==> src/rtl/grant_sequencer_pkg.sv <==
// Shared definitions for the grant sequencer: FSM state encodings,
// the "no request" index marker and the channel count.
package grant_sequencer_pkg;

    localparam int NUM_CHANNELS = 8;

    // Any index with bit 3 set means the encoder saw no request
    localparam logic [3:0] NO_REQUEST = 4'h8;

    typedef enum logic [1:0] {
        IDLE    = 2'd0,
        GRANT   = 2'd1,
        RELEASE = 2'd2
    } seqState;

    // True when the encoder index names a real channel (0-7)
    function automatic logic isRequest(input logic [3:0] idx);
        return (idx & NO_REQUEST) == 4'h0;
    endfunction

endpackage

==> src/rtl/grant_sequencer_index_to_onehot.sv <==
// Combinational 3-bit channel number to 8-bit one-hot decoder.
module index_to_onehot
    import grant_sequencer_pkg::*;
(
    input  logic [2:0]              code,
    output logic [NUM_CHANNELS-1:0] onehot
);

    // Set exactly the bit named by the channel number
    always_comb begin
        onehot       = '0;
        onehot[code] = 1'b1;
    end

endmodule

==> src/rtl/grant_sequencer.sv <==
// Turns the priority encoder's winning index into a one-hot grant,
// holds it until the granted channel acks (or a timeout expires), then
// waits for that ack to drop before accepting the next request.
module grant_sequencer
    import grant_sequencer_pkg::*;
#(
    parameter int TIMEOUT_CYCLES = 255
)
(
    input  logic                    clk,
    input  logic                    rst,
    input  logic [3:0]              index,
    input  logic                    index_valid,
    input  logic [NUM_CHANNELS-1:0] ack,
    output logic [NUM_CHANNELS-1:0] grant,
    output logic                    ready,
    output logic                    busy,
    output logic                    timeout,
    output logic [2:0]              last_index
);

    localparam int CNT_W = (TIMEOUT_CYCLES > 0) ? $clog2(TIMEOUT_CYCLES + 1) : 1;
    localparam logic [CNT_W-1:0] CNT_LIMIT = CNT_W'(TIMEOUT_CYCLES);
    localparam logic [CNT_W-1:0] CNT_MAX   = {CNT_W{1'b1}};
    localparam logic [CNT_W-1:0] CNT_ONE   = CNT_W'(1);

    seqState                 state;
    logic [2:0]              sel;
    logic [CNT_W-1:0]        count;
    logic [NUM_CHANNELS-1:0] indexOneHot;
    logic [NUM_CHANNELS-1:0] selOneHot;
    logic                    ackSel;
    logic                    acceptReq;
    logic                    timeoutHit;

    // Decoder for the incoming request, used to load the grant register
    index_to_onehot uIndexDecode (
        .code   (index[2:0]),
        .onehot (indexOneHot)
    );

    // Decoder for the latched channel, used to pick out its ack bit
    index_to_onehot uSelDecode (
        .code   (sel),
        .onehot (selOneHot)
    );

    assign ackSel     = |(ack & selOneHot);
    assign acceptReq  = ready && index_valid && isRequest(index);
    assign timeoutHit = (TIMEOUT_CYCLES != 0) && (count == CNT_LIMIT);

    // Handshake FSM with registered outputs, channel latch and saturating timeout counter
    always_ff @(posedge clk) begin
        if (rst) begin
            state      <= IDLE;
            sel        <= 3'd0;
            count      <= '0;
            grant      <= '0;
            ready      <= 1'b1;
            busy       <= 1'b0;
            timeout    <= 1'b0;
            last_index <= 3'd0;
        end else begin
            timeout <= 1'b0;
            case (state)
                IDLE: begin
                    if (acceptReq) begin
                        sel        <= index[2:0];
                        last_index <= index[2:0];
                        count      <= '0;
                        grant      <= indexOneHot;
                        ready      <= 1'b0;
                        busy       <= 1'b1;
                        state      <= GRANT;
                    end
                end
                GRANT: begin
                    if (ackSel) begin
                        grant <= '0;
                        state <= RELEASE;
                    end else if (timeoutHit) begin
                        grant   <= '0;
                        ready   <= 1'b1;
                        busy    <= 1'b0;
                        timeout <= 1'b1;
                        state   <= IDLE;
                    end else if (count != CNT_MAX) begin
                        count <= count + CNT_ONE;
                    end
                end
                RELEASE: begin
                    if (!ackSel) begin
                        ready <= 1'b1;
                        busy  <= 1'b0;
                        state <= IDLE;
                    end
                end
                default: begin
                    grant <= '0;
                    ready <= 1'b1;
                    busy  <= 1'b0;
                    state <= IDLE;
                end
            endcase
        end
    end

endmodule

==> config.mk <==
export PLATFORM = sky130hd
export DESIGN_NAME = grant_sequencer
export DESIGN_NICKNAME = d
export VERILOG_FILES = /design/src/rtl/grant_sequencer_pkg.sv /design/src/rtl/grant_sequencer_index_to_onehot.sv /design/src/rtl/grant_sequencer.sv
export SDC_FILE = /design/constraint.sdc
export NUM_CORES = 1
export LEC_CHECK = 0
export CAP_MARGIN = 10
export CORE_ASPECT_RATIO = 1.4
export CORE_MARGIN = 2
export CORE_UTILIZATION = 45
export CTS_CLUSTER_SIZE = 16
export DETAILED_ROUTE_END_ITERATION = 6
export GPL_ROUTABILITY_DRIVEN = 0
export PLACE_DENSITY = 0.81
export SLEW_MARGIN = 20
export SYNTH_ARGS = -nofsm -noshare
export SYNTH_HDL_FRONTEND = slang
export SYNTH_SLANG_ARGS = --single-unit
==> constraint.sdc <==
create_clock -name clk -period 4.2 [get_ports clk]
set_input_delay 0.63 -clock clk [delete_from_list [all_inputs] [get_ports clk]]
set_output_delay 0.63 -clock clk [all_outputs]
set_load 0.01 [all_outputs]
; ---- Yosys cells after proc, flatten, opt, wreduce, memory -nomap -nowiden
; Cells that the tools add are included.
[classes]
add_sub_neg = 1
bitwise_logic = 3
reduce_logical = 14
muxes = 29
magnitude_cmp = 4
eq_ne = 11
[op_table]
columns = operator, count
row1 = 8-bit two-way mux, 7
row2 = 8-bit one-hot mux with 3 select lines, 1
row3 = 8-bit one-hot mux with 2 select lines, 1
row4 = "2-bit != test, second input constant", 6
row5 = 1-bit two-way mux, 11
row6 = 10-bit OR reduction, 1
row7 = "8-bit by 1-bit adder with 8-bit output, second input constant", 1
row8 = 8-bit bitwise AND, 1
row9 = "8-bit equality test, second input constant", 1
row10 = "3-bit by 4-bit less-than comparator with 1-bit output, second input constant", 2
row11 = 2-bit two-way mux, 4
row12 = "8-bit != test, second input constant", 1
row13 = 8-bit OR reduction, 1
row14 = 1-bit demux with 3-bit select, 2
row15 = "3-bit by 1-bit greater-or-equal comparator with 1-bit output, second input constant", 2
row16 = 1-bit one-hot mux with 3 select lines, 2
row17 = 2-bit one-hot mux with 3 select lines, 1
row18 = 3-bit AND reduction, 2
row19 = 5-bit AND reduction, 1
row20 = 1-bit logical AND, 4
row21 = 4-bit zero test, 1
row22 = 4-bit AND reduction, 1
row23 = "3-bit != test, second input constant", 1
row24 = "2-bit by 1-bit equality test with 1-bit output, second input constant", 1
row25 = 5 further kinds, 6
[word_totals]
word_cells = 69
reg_bits = 24
output_inout_bits = 14

; ---- Logic depth before layout (Yosys ltp)
; Gate-level depths: netlist (run 1).
[depth]
depth_word = 8
mapped_depth = 6
mapped_depth_nobuf = 5

; ---- Hierarchy
; A second synthesis (run 1) with hierarchy kept.
[unflattened]
hier_cells = 137
hier_area_um2 = 1285.0
[modules_own_cells]
columns = module, n_inst, area_per_inst_um2, cells_each
row1 = grant_sequencer, 1, 1154.9, 121
row2 = index_to_onehot, 2, 65.1, 8

; ---- Worst setup path before layout (run 1)
; Ideal clock, no wire load.
[synth_timing]
kind = in2reg
start = input ack[5]
end = register count[3]
path_buffers = 0
required_ps = 4078
path_slack_ps = 2254
arrival_ps = 1824
stages = 4
setup_time_ps = 122
cell_sequence = mux4_1 mux2i_4 nand4b_2 a311o_1
[synth_between]
elab_chain_cells = 4
[synth_rtl]
columns = item, line_no
row1 = start: declaration, grant_sequencer.sv:14  ; input logic [NUM_CHANNELS-1:0] ack,
row2 = 8-bit bitwise AND, grant_sequencer.sv:48  ; assign ackSel = |(ack & selOneHot);
row3 = 8-bit OR reduction, grant_sequencer.sv:48
row4 = 2-bit != test (no line), n/a
row5 = 5-bit AND reduction (no line), n/a
row6 = end signal: assignment, grant_sequencer.sv:88  ; count <= count + CNT_ONE;
row7 = end: declaration, grant_sequencer.sv:29  ; logic [CNT_W-1:0] count;
; Every way passes these cells.
; A chain may end at the register's enable or synchronous reset.

==> summary.md, run 1 <==
| Metric | Value |
|---|---|
| Drt pass-1 iters | `4` |
| CP Capture Type | `flop` |
| Filler Cell Count | `219` |
| Clock Path Buffers | `2` |
| Area delta synth->final | `29.9%` |
| Slowest CP cell | `nor3b_1` |
| Hold depth | `1` |
| Clock-pin transition on the worst setup and hold timing paths | `0.13 ns` |
| Worst-Skew Late Latency | `0.32 ns` |
| Initial Utilization | `0.482` |
| Routed wire per std cell | `14.1 um` |
| RSZ-0062 raised after global routing | `no` |
| Mux share of post-synthesis cell area | `0.0698` |
| Chip height | `64.2 um` |
| NumNets Final | `168` |
| Min Clock Period, post-route | `2.47 ns` |
| Least-Margin Pin Slew | `1.03 ns` |
| Synth Area in Compound Gates | `0.188` |
| Simple-gate share of the synthesized area | `0.278` |
| GRT Overall Usage | `0.184` |
| Synth Cell Area | `1160 sq um` |
| Share of layout cells above drive strength 1 | `0.0795` |
| Max Clock Skew | `0.00261 ns` |
| Setup crit start kind | `input pin` |
| Hold Path End | `grant[2]` |
| Post-synthesis xor/xnor area fraction | `0.00752` |
| Largest net degree at the start of global routing | `15` |
| Leak | `0.515 nW` |
| RR Startpoint | `sel[0]` |
| Reg2Reg Depth | `4` |
| Number of remaining DRC errors | `0` |
| Clk Tree Root Cell | `clkbuf_4` |
| Final Core Density | `0.626` |
| Initial DRC Count | `23` |
| Fmax | `0.404 GHz` |
| Register area share after synthesis | `0.412` |
| Reg-to-reg endpoint | `count[4]` |
| Crit path DAT | `2.75 ns` |
| Slew Viols, Final | `0` |
| Die width | `47 um` |
| Final Instance Count excl. Fillers | `185` |
| CTS resizes | `0` |
| Initial antenna violation count | `0` |
| Num rows | `21` |
| HPWL after DPL | `2.00 mm` |
| Setup Fix Bufs, Post-CTS | `0` |
| Status | `complete, no violations` |
| TNS Setup | `0 ns` |
| Number of global-route vias before repair | `980` |
| Io pins | `29` |
| Hold Violations, Final | `0` |
| Cells after synthesis | `124` |
| First-pass GRT wire length | `4.08 mm` |
| Mean post-synth cell area | `9.39 sq um` |
| N_diodes | `0` |
| H-tree Lvls | `1` |
| Hold buffer count at CTS | `0` |
| CP max stage delay | `0.92 ns` |
| YS warnings | `0` |
| Max-cap violations | `0` |
| Via density | `5.80` |
| Clock sinks | `24` |
| Hold Crit Class | `flop to flop` |
| CP Class | `input pin to flop` |
| IO buf count | `28` |
| Maximum vdd drop | `0.210 mV` |
| Hold slack | `0.481 ns` |
| Worst Path Max Fanout | `14` |
| Rel. slew slack | `0.315` |
| Placed cell count | `181` |
| CTS tree | `done` |
| Antenna viol nets, final | `0` |
| Post-synth cell types | `41` |
| Final wirelength | `2.61 mm` |
| Die area | `3020 sq um` |
| Cell Pwr Density | `316 nW/um^2` |
| #FFs+latches synth | `24` |
| Largest family of logic cells by synthesized area | `simple AND/OR/NAND/NOR gates` |
| Final setup fails | `0` |
| Via count | `1073` |
| Clock buffer count from CTS | `3` |
| Gr ovfl total | `0` |
| Crit-path cells | `clkdlybuf4s50_1 > nor3b_1 > a31o_2 > a22o_1` |
| Required @ worst endpoint | `4.48 ns` |
| Post-Synth Adder-Cell Area | `0.0107` |
| Fin crit share | `0.589` |
| Area of the core | `2420 sq um` |
| Syn_nets | `140` |
| Worst R2R Setup Slack | `2.04 ns` |
| HP Start | `grant[2]` |
[sequential cells by signal, indices dropped and copies added, names as in the netlist]
register / flops
ready: 1
busy: 1
state: 2
timeout: 1
grant: 8
sel: 3
count: 8
[synth_stat cells, drive strengths merged]
| master | count | area [sq um] |
|---|---|---|
| a41oi | 1 | 8.76 |
| nor2 | 6 | 22.5 |
| and4b | 1 | 10.0 |
| and2 | 1 | 6.26 |
| nand3 | 7 | 35.0 |
| nor3b | 2 | 15.0 |
| a31o | 1 | 8.76 |
| ha | 1 | 12.5 |
| and4bb | 1 | 12.5 |
| or2 | 1 | 6.26 |
| o211ai | 3 | 22.5 |
| nand4 | 1 | 6.26 |
| nand2 | 20 | 75.1 |
| o211a | 1 | 10.0 |
| nor3 | 4 | 20.0 |
| a32o | 6 | 60.1 |
| a22o | 2 | 17.5 |
| a311o | 1 | 10.0 |
| nand4b | 1 | 15.0 |
| xnor2 | 1 | 8.76 |
| nor4b | 3 | 47.5 |
| clkbuf | 2 | 7.51 |
| buf | 3 | 20.0 |
| nor4 | 3 | 18.8 |
| mux4 | 2 | 48.8 |
| o311a | 1 | 10.0 |
| dfxtp | 24 | 480 |
| a21oi | 9 | 45.0 |
| and3 | 3 | 18.8 |
| mux2i | 2 | 32.5 |
| o22ai | 1 | 6.26 |
| o21ai | 4 | 20.0 |
| or3b | 1 | 8.76 |
| nand2b | 1 | 6.26 |
| inv | 3 | 11.3 |
[critical path: cells and delay by family]
kind | cells | cell delay [ns]
buf+inv | 1 | 0.63
compound gates | 2 | 0.56
simple gates | 1 | 0.92
[routing by layer]
layer	GRT usage	wire [um]	up-vias
met1	0.193	1130	508
met3	0.0339	149	5
met2	0.327	1290	34
li1	-	-	526
met5	0	0	-
met4	0.0903	44	0
[per-stage QoR]
stage	instance area [sq um]	setup slack, ns	power, W
floorplan	1160	2.25	0.000284
global placement	1460	1.50	0.000312
detailed placement	1460	1.41	0.000314
CTS	1510	1.77	0.000481
global route	1510	1.58	0.000494
finish	1510	1.73	0.000477
[kinds of logic after synthesis]
logic type / Yosys count
flops: 24
mux: 4
simple gates: 56
compound gates: 30
buf+inv: 8
xor+xnor: 1
fa+ha+maj: 1
[power by group]
part / leakage, nW / total [W] / internal [W] / switching (W)
registers: 0.194 / 0.000241 / 0.000234 / 0.00000720
logic: 0.292 / 0.0000675 / 0.0000354 / 0.0000321
clock network: 0.0279 / 0.000169 / 0.0000966 / 0.0000723
total: 0.515 / 0.000477 / 0.000366 / 0.000112
[worst max path at each step]
stage / from / endpoint / slack, ns / depth (start not counted)
2_1_floorplan: ack[5] / count[3] / 2.25 / 4
3_3_place_gp: ack[5] / count[4] / 1.50 / 5
3_5_place_dp: rst / grant[0] / 1.41 / 4
4_1_cts: rst / grant[0] / 1.77 / 4
5_1_grt: rst / grant[0] / 1.58 / 4
6_report: rst / grant[0] / 1.73 / 4
[area by class of cell]
class                      instances  area (sq um)  share of cell area
multi-input combinational         92           646               0.427
tap                               34          42.5              0.0281
timing repair buffer              28           280               0.185
sequential                        24           480               0.318
clock buffer                       3          22.5              0.0149
clock inverter                     1          30.0              0.0199
inverter                           3          11.3             0.00744
[placed cells by master (no fill, tap or decap), types with 4 or more instances in the layout]
| master | n |
|---|---|
| a21oi_1 | 9 |
| a32o_1 | 6 |
| clkdlybuf4s50_1 | 28 |
| dfxtp_1 | 24 |
| nand2_1 | 20 |
| nand3_1 | 7 |
| nor2_1 | 6 |
| nor3_1 | 4 |
Note: power is estimated with default switching activity, not from simulation.
==> inputs of run 2 (changes only) <==
clock period = 2.4 ns   (was 4.2 ns; I/O delays follow)
==> run 2 against run 1 <==
Effect of this change:
- flip-flop and latch count did not move
- core utilization rose by 1.6 points
- global-route usage up 2.6 points
- clock power rose by 75%
==> summary.md, run 2 (synthesized netlist as in run 1, its figures left out) <==
| Metric | Value |
|---|---|
| Status | `complete, no violations (unchanged)` |
| Setup Fix Bufs, Post-CTS | `0 (unchanged)` |
| Commonest non-fill, non-tap cells in the layout | `clkdlybuf4s50_1 (28), dfxtp_1 (24), nand2_1 (20) (unchanged)` |
| Die width | `47 um (unchanged)` |
| Comb pwr share | `0.152 (was 0.141)` |
| Die area | `3020 sq um (unchanged)` |
| Filler Cell Count | `221 (was 219)` |
| Leak | `0.540 nW (was 0.515 nW)` |
| Initial DRC Count | `30 (was 23)` |
| CP bufs+invs | `1 (unchanged)` |
| Io pins | `29 (unchanged)` |
| Clock Path Buffers | `2 (unchanged)` |
| Max-cap violations | `0 (unchanged)` |
| Final setup fails | `0 (unchanged)` |
| Required @ worst endpoint | `2.67 ns (was 4.48 ns)` |
| Share of layout cells above drive strength 1 | `0.109 (was 0.0795)` |
| Area delta synth->final | `33.1% (was 29.9%)` |
| Hold Violations, Final | `0 (unchanged)` |
| Worst path top cell family by delay | `multiplexers (was simple AND/OR/NAND/NOR gates)` |
| Max Clock Skew | `0.00358 ns (was 0.00261 ns)` |
| Net switching power | `0.000198 W (was 0.000112 W)` |
| Num rows | `21 (unchanged)` |
| Commonest non-fill, non-tap cell in the layout | `clkdlybuf4s50_1 (unchanged)` |
| Number of global-route vias before repair | `1099 (was 980)` |
| Maximum vdd drop | `0.498 mV (was 0.210 mV)` |
| CP Class | `flop to flop (was input pin to flop)` |
| IO buf count | `28 (unchanged)` |
| Initial antenna violation count | `0 (unchanged)` |
| CP Capture Type | `flop (unchanged)` |
| CTS tree | `done (unchanged)` |
| Fmax | `0.517 GHz` |
| Fin crit share | `0.806` |
| Chip height | `64.2 um (unchanged)` |
| Worst-Skew Late Latency | `0.32 ns (about the same)` |
| Clock buffer count from CTS | `3 (unchanged)` |
| Crit path DAT | `2.20 ns (was 2.75 ns)` |
| Crit-path cells | `mux4_1 > mux2i_4 > buf_4 > a31o_2 > a22o_1 (was clkdlybuf4s50_1 > nor3b_1 > a31o_2 > a22o_1)` |
| Initial Utilization | `0.482 (unchanged)` |
| Slew Viols, Final | `0 (unchanged)` |
| Least-Margin Pin Slew | `0.475 ns (was 1.03 ns)` |
| H-tree Lvls | `1 (unchanged)` |
| Number of remaining DRC errors | `0 (unchanged)` |
| Largest net degree at the start of global routing | `15 (unchanged)` |
| CTS resizes | `0 (unchanged)` |
| Share of power burned in registers | `0.499 (was 0.505)` |
| Met1 usage in global routing | `0.244 (was 0.193)` |
| Slowest CP cell | `mux4_1 (was nor3b_1)` |
| TNS Setup | `0 ns (unchanged)` |
| Met2 Use GR | `0.348 (was 0.327)` |
| Area of the core | `2420 sq um (unchanged)` |
| Worst Path Max Fanout | `12 (was 14)` |
| Rel. slew slack | `0.682 (was 0.315)` |
| Sw frac | `0.234 (about the same)` |
| Clock sinks | `24 (unchanged)` |
| Drt pass-1 iters | `4 (unchanged)` |
| Clock-pin transition on the worst setup and hold timing paths | `0.14 ns (was 0.13 ns)` |
| Hold buffer count at CTS | `0 (unchanged)` |
| GRT Overall Usage | `0.210 (was 0.184)` |
| Via density | `5.78 (was 5.80)` |
| GRT busiest layer | `met2 (unchanged)` |
| RSZ-0062 raised after global routing | `no (unchanged)` |
| First-pass GRT wire length | `4.73 mm (was 4.08 mm)` |
| HPWL after DPL | `2.19 mm (was 2.00 mm)` |
| Largest regs | `count: 8 flops, grant: 8 flops, sel: 3 flops (unchanged)` |
| Gr ovfl total | `0 (unchanged)` |
| Cell Pwr Density | `545 nW/um^2 (was 316 nW/um^2)` |
| Via count | `1099 (was 1073)` |
| CP max stage delay | `0.63 ns (was 0.92 ns)` |
| Min Clock Period, post-route | `1.93 ns` |
| Antenna viol nets, final | `0 (unchanged)` |
| Clk Tree Root Cell | `clkbuf_4 (unchanged)` |
| Hold Crit Class | `flop to flop (unchanged)` |
| Routed wire per std cell | `15.1 um (was 14.1 um)` |
| Setup crit start kind | `flop (was input pin)` |
| N_diodes | `0 (unchanged)` |
| Final wirelength | `2.87 mm (was 2.61 mm)` |
| Final Core Density | `0.641 (was 0.626)` |
| NumNets Final | `173 (was 168)` |
| Int Power | `0.000647 W (was 0.000366 W)` |
| Clock power share | `0.349 (was 0.354)` |
| Met3 Track Usage GR | `0.0367 (was 0.0339)` |
## run 2: changes by cell type in the layout (fill, tap and decap cells not counted), sizes merged
| cell | delta |
|---|---|
| buf | +5 |
## run 2: path summary, 6_finish.rpt
kind | slack, ns | depth (start not counted) | from | end
hold reg to reg | 0.48 | 1 | grant[5] | grant[5]
setup reg to reg | 0.47 | 5 | sel[0] | grant[4]
setup / recovery | 0.47 | 5 | sel[0] | grant[4]
hold / removal | 0.48 | 1 | grant[5] | grant[5]
## run 2: per-stage QoR
step	total power [W]	cell area [sq um]	worst slack, ns	hold slack, ns	cells
4_1_cts	0.000848	1550	0.461	0.489	190
6_report	0.000844	1550	0.466	0.484	190
3_3_place_gp	0.000553	1500	0.229	0.453	186
2_1_floorplan	0.000497	1160	0.575	0.456	124
5_1_grt	0.000879	1550	0.361	0.516	190
3_5_place_dp	0.000558	1500	0.201	0.456	186
## run 2: per-layer routing
metal  routed length, um  vias up
li1                    -      538
met1                1180      510
met2                1470       43
met3                 167        8
met4                  56        0
met5                   0        -
## run 2: power by group through the flow
stage,clock network (W),registers [W],logic (W)
after CTS,0.000298,0.000422,0.000128
after global placement,0,0.000430,0.000124
after global routing,0.000318,0.000423,0.000138
after detailed placement,0,0.000431,0.000128
after floorplan,0,0.000429,0.0000682
final,0.000295,0.000422,0.000128
## run 2: cell type report
cell class	count	area [sq um]	area share
multi-input combinational	92	646	0.416
clock inverter	1	30.0	0.0194
clock buffer	3	22.5	0.0145
inverter	3	11.3	0.00726
tap	34	42.5	0.0274
timing repair buffer	33	318	0.205
sequential	24	480	0.310
## run 2: worst register-to-register path, stage by stage (launching register included)
cell and delay [ns]:
dfxtp_1 0.43, mux4_1 0.63, mux2i_4 0.19, buf_4 0.21, a31o_2 0.27, a22o_1 0.16
==> inputs of run 3 (changes only) <==
clock period = 1.85 ns   (was 2.4 ns; I/O delays follow)
==> run 3 against run 2 <==
Effect of this change:
- first-iteration DRC count rose by 3.3%
- sequential share of layout area fell by 1.6 points
- cell area rose by 6.1%
- via count rose by 3.5%
- combinational power rose by 48%
==> summary.md, run 3 (synthesized netlist as in run 1, its figures left out) <==
| Metric | Value |
|---|---|
| RSZ-0062 raised after global routing | `no (unchanged)` |
| First-pass GRT wire length | `4.62 mm (was 4.73 mm)` |
| Slowest CP cell | `mux4_2 (was mux4_1)` |
| Footprint of the multi-input gates | `651 sq um (was 646 sq um)` |
| Total power | `0.00111 W (was 0.000844 W)` |
| Sequential standard cell area | `484 sq um (was 480 sq um)` |
| Rel. slew slack | `0.754 (was 0.682)` |
| Filler Cell Count | `199 (was 221)` |
| Largest regs | `count: 8 flops, grant: 8 flops, sel: 3 flops (unchanged)` |
| Num rows | `21 (unchanged)` |
| Area delta synth->final | `41.2% (was 33.1%)` |
| GRT Overall Usage | `0.203 (was 0.210)` |
| Max-cap violations | `0 (unchanged)` |
| Met1 usage in global routing | `0.222 (was 0.244)` |
| Die width | `47 um (unchanged)` |
| Min Clock Period, post-route | `1.76 ns (was 1.93 ns)` |
| Worst Path Max Fanout | `6 (was 12)` |
| Clock buffer count from CTS | `3 (unchanged)` |
| Routed wire per std cell | `14.1 um (was 15.1 um)` |
| Clk Tree Root Cell | `clkbuf_4 (unchanged)` |
| Via density | `5.66 (was 5.78)` |
| IO buf count | `28 (unchanged)` |
| Leak | `0.595 nW (was 0.540 nW)` |
| Commonest non-fill, non-tap cells in the layout | `clkdlybuf4s50_1 (28), dfxtp_1 (23), nand2_1 (20) (was clkdlybuf4s50_1 (28), dfxtp_1 (24), nand2_1 (20))` |
| H-tree Lvls | `1 (unchanged)` |
| Hold buffer count at CTS | `0 (unchanged)` |
| Final setup fails | `0 (unchanged)` |
| CP Class | `flop to flop (unchanged)` |
| Final wirelength | `2.83 mm (was 2.87 mm)` |
| Number of remaining DRC errors | `0 (unchanged)` |
| Slew Viols, Final | `0 (unchanged)` |
| Maximum vdd drop | `0.678 mV (was 0.498 mV)` |
| Max Clock Skew | `0.00186 ns (was 0.00358 ns)` |
| Commonest non-fill, non-tap cell in the layout | `clkdlybuf4s50_1 (unchanged)` |
| Least-Margin Pin Slew | `0.368 ns (was 0.475 ns)` |
| Antenna viol nets, final | `0 (unchanged)` |
| Setup crit start kind | `flop (unchanged)` |
| Io pins | `29 (unchanged)` |
| Clock-pin transition on the worst setup and hold timing paths | `0.13 ns (was 0.14 ns)` |
| Die area | `3020 sq um (unchanged)` |
| Initial DRC Count | `31 (was 30)` |
| Clock sinks | `24 (unchanged)` |
| NumNets Final | `184 (was 173)` |
| CP max stage delay | `0.54 ns (was 0.63 ns)` |
| Number of global-route vias before repair | `1108 (was 1099)` |
| Required @ worst endpoint | `2.06 ns (was 2.67 ns)` |
| Met3 Track Usage GR | `0.0282 (was 0.0367)` |
| Fmax | `0.569 GHz (was 0.517 GHz)` |
| Cell Pwr Density | `675 nW/um^2 (was 545 nW/um^2)` |
| CP Capture Type | `flop (unchanged)` |
| Via count | `1138 (was 1099)` |
| Area of the core | `2420 sq um (unchanged)` |
| TNS Setup | `0 ns (unchanged)` |
| HPWL after DPL | `2.17 mm (was 2.19 mm)` |
| Placed cell count | `195 (was 186)` |
| Initial Utilization | `0.482 (unchanged)` |
| Crit-path cells | `mux4_2 > mux2i_4 > nor4b_4 > buf_4 > o211ai_1 (was mux4_1 > mux2i_4 > buf_4 > a31o_2 > a22o_1)` |
| N_diodes | `0 (unchanged)` |
| Share of layout cells above drive strength 1 | `0.180 (was 0.109)` |
| Final Core Density | `0.681 (was 0.641)` |
| Crit path DAT | `1.97 ns (was 2.20 ns)` |
| Initial antenna violation count | `0 (unchanged)` |
| Hold Violations, Final | `0 (unchanged)` |
| Final Instance Count excl. Fillers | `201 (was 190)` |
| Clock Path Buffers | `2 (unchanged)` |
| Drt pass-1 iters | `6 (was 4)` |
| Chip height | `64.2 um (unchanged)` |
| Status | `complete, no violations (unchanged)` |
| GRT busiest layer | `met2 (unchanged)` |
| Hold Crit Class | `flop to flop (unchanged)` |
| CTS tree | `done (unchanged)` |
| Largest net degree at the start of global routing | `15 (unchanged)` |
| Gr ovfl total | `0 (unchanged)` |
| Worst-Skew Late Latency | `0.31 ns (was 0.32 ns)` |
| Fin crit share | `0.950 (was 0.806)` |
| Met2 Use GR | `0.380 (was 0.348)` |
## run 3: layer usage
metal  share of wire  vias up
li1                -      556
met1            0.39      536
met2            0.54       42
met3           0.060        4
met4          0.0088        0
met5               0        -
## run 3: stage by stage
| stage | hold slack [ns] | setup WS [ns] | area (sq um) |
|---|---|---|---|
| 3_3_place_gp | 0.451 | -0.257 | 1570 |
| 4_1_cts | 0.495 | 0.0404 | 1640 |
| 3_5_place_dp | 0.463 | -0.273 | 1570 |
| 6_report | 0.488 | 0.0934 | 1650 |
| 5_1_grt | 0.507 | 0.0218 | 1650 |
| 2_1_floorplan | 0.414 | 0.0246 | 1160 |
## run 3: repair_timing
item / in CTS / in global routing
resized for setup: 2 / 3
buffers inserted: 1 / 1
setup endpoints to repair: 15 / 16
## run 3: layout make-up
cell class                 instances  area share
clock buffer                       3      0.0137
clock inverter                     1      0.0183
inverter                           3     0.00684
multi-input combinational         92       0.395
sequential                        24       0.294
tap                               34      0.0259
timing repair buffer              44       0.246
## run 3: worst paths after layout
kind / start / endpoint / slack (ns) / depth (start not counted)
min reg2reg: grant[7] / grant[7] / 0.49 / 1
min: grant[7] / grant[7] / 0.49 / 1
max: sel[0] / count[6] / 0.09 / 5
max reg2reg: sel[0] / count[6] / 0.09 / 5
## run 3: power breakdown
group / total [W] / internal, W / leakage (nW) / switching (W)
registers: 0.000544 / 0.000530 / 0.195 / 0.0000134
logic: 0.000189 / 0.000106 / 0.372 / 0.0000836
clock network: 0.000378 / 0.000219 / 0.0279 / 0.000159
## run 3: critical path, delay by kind of cell (launching register included)
family	cells	cell delay, ns
flops	1	0.39
simple gates	1	0.24
compound gates	1	0.09
buf+inv	1	0.19
mux	2	0.74
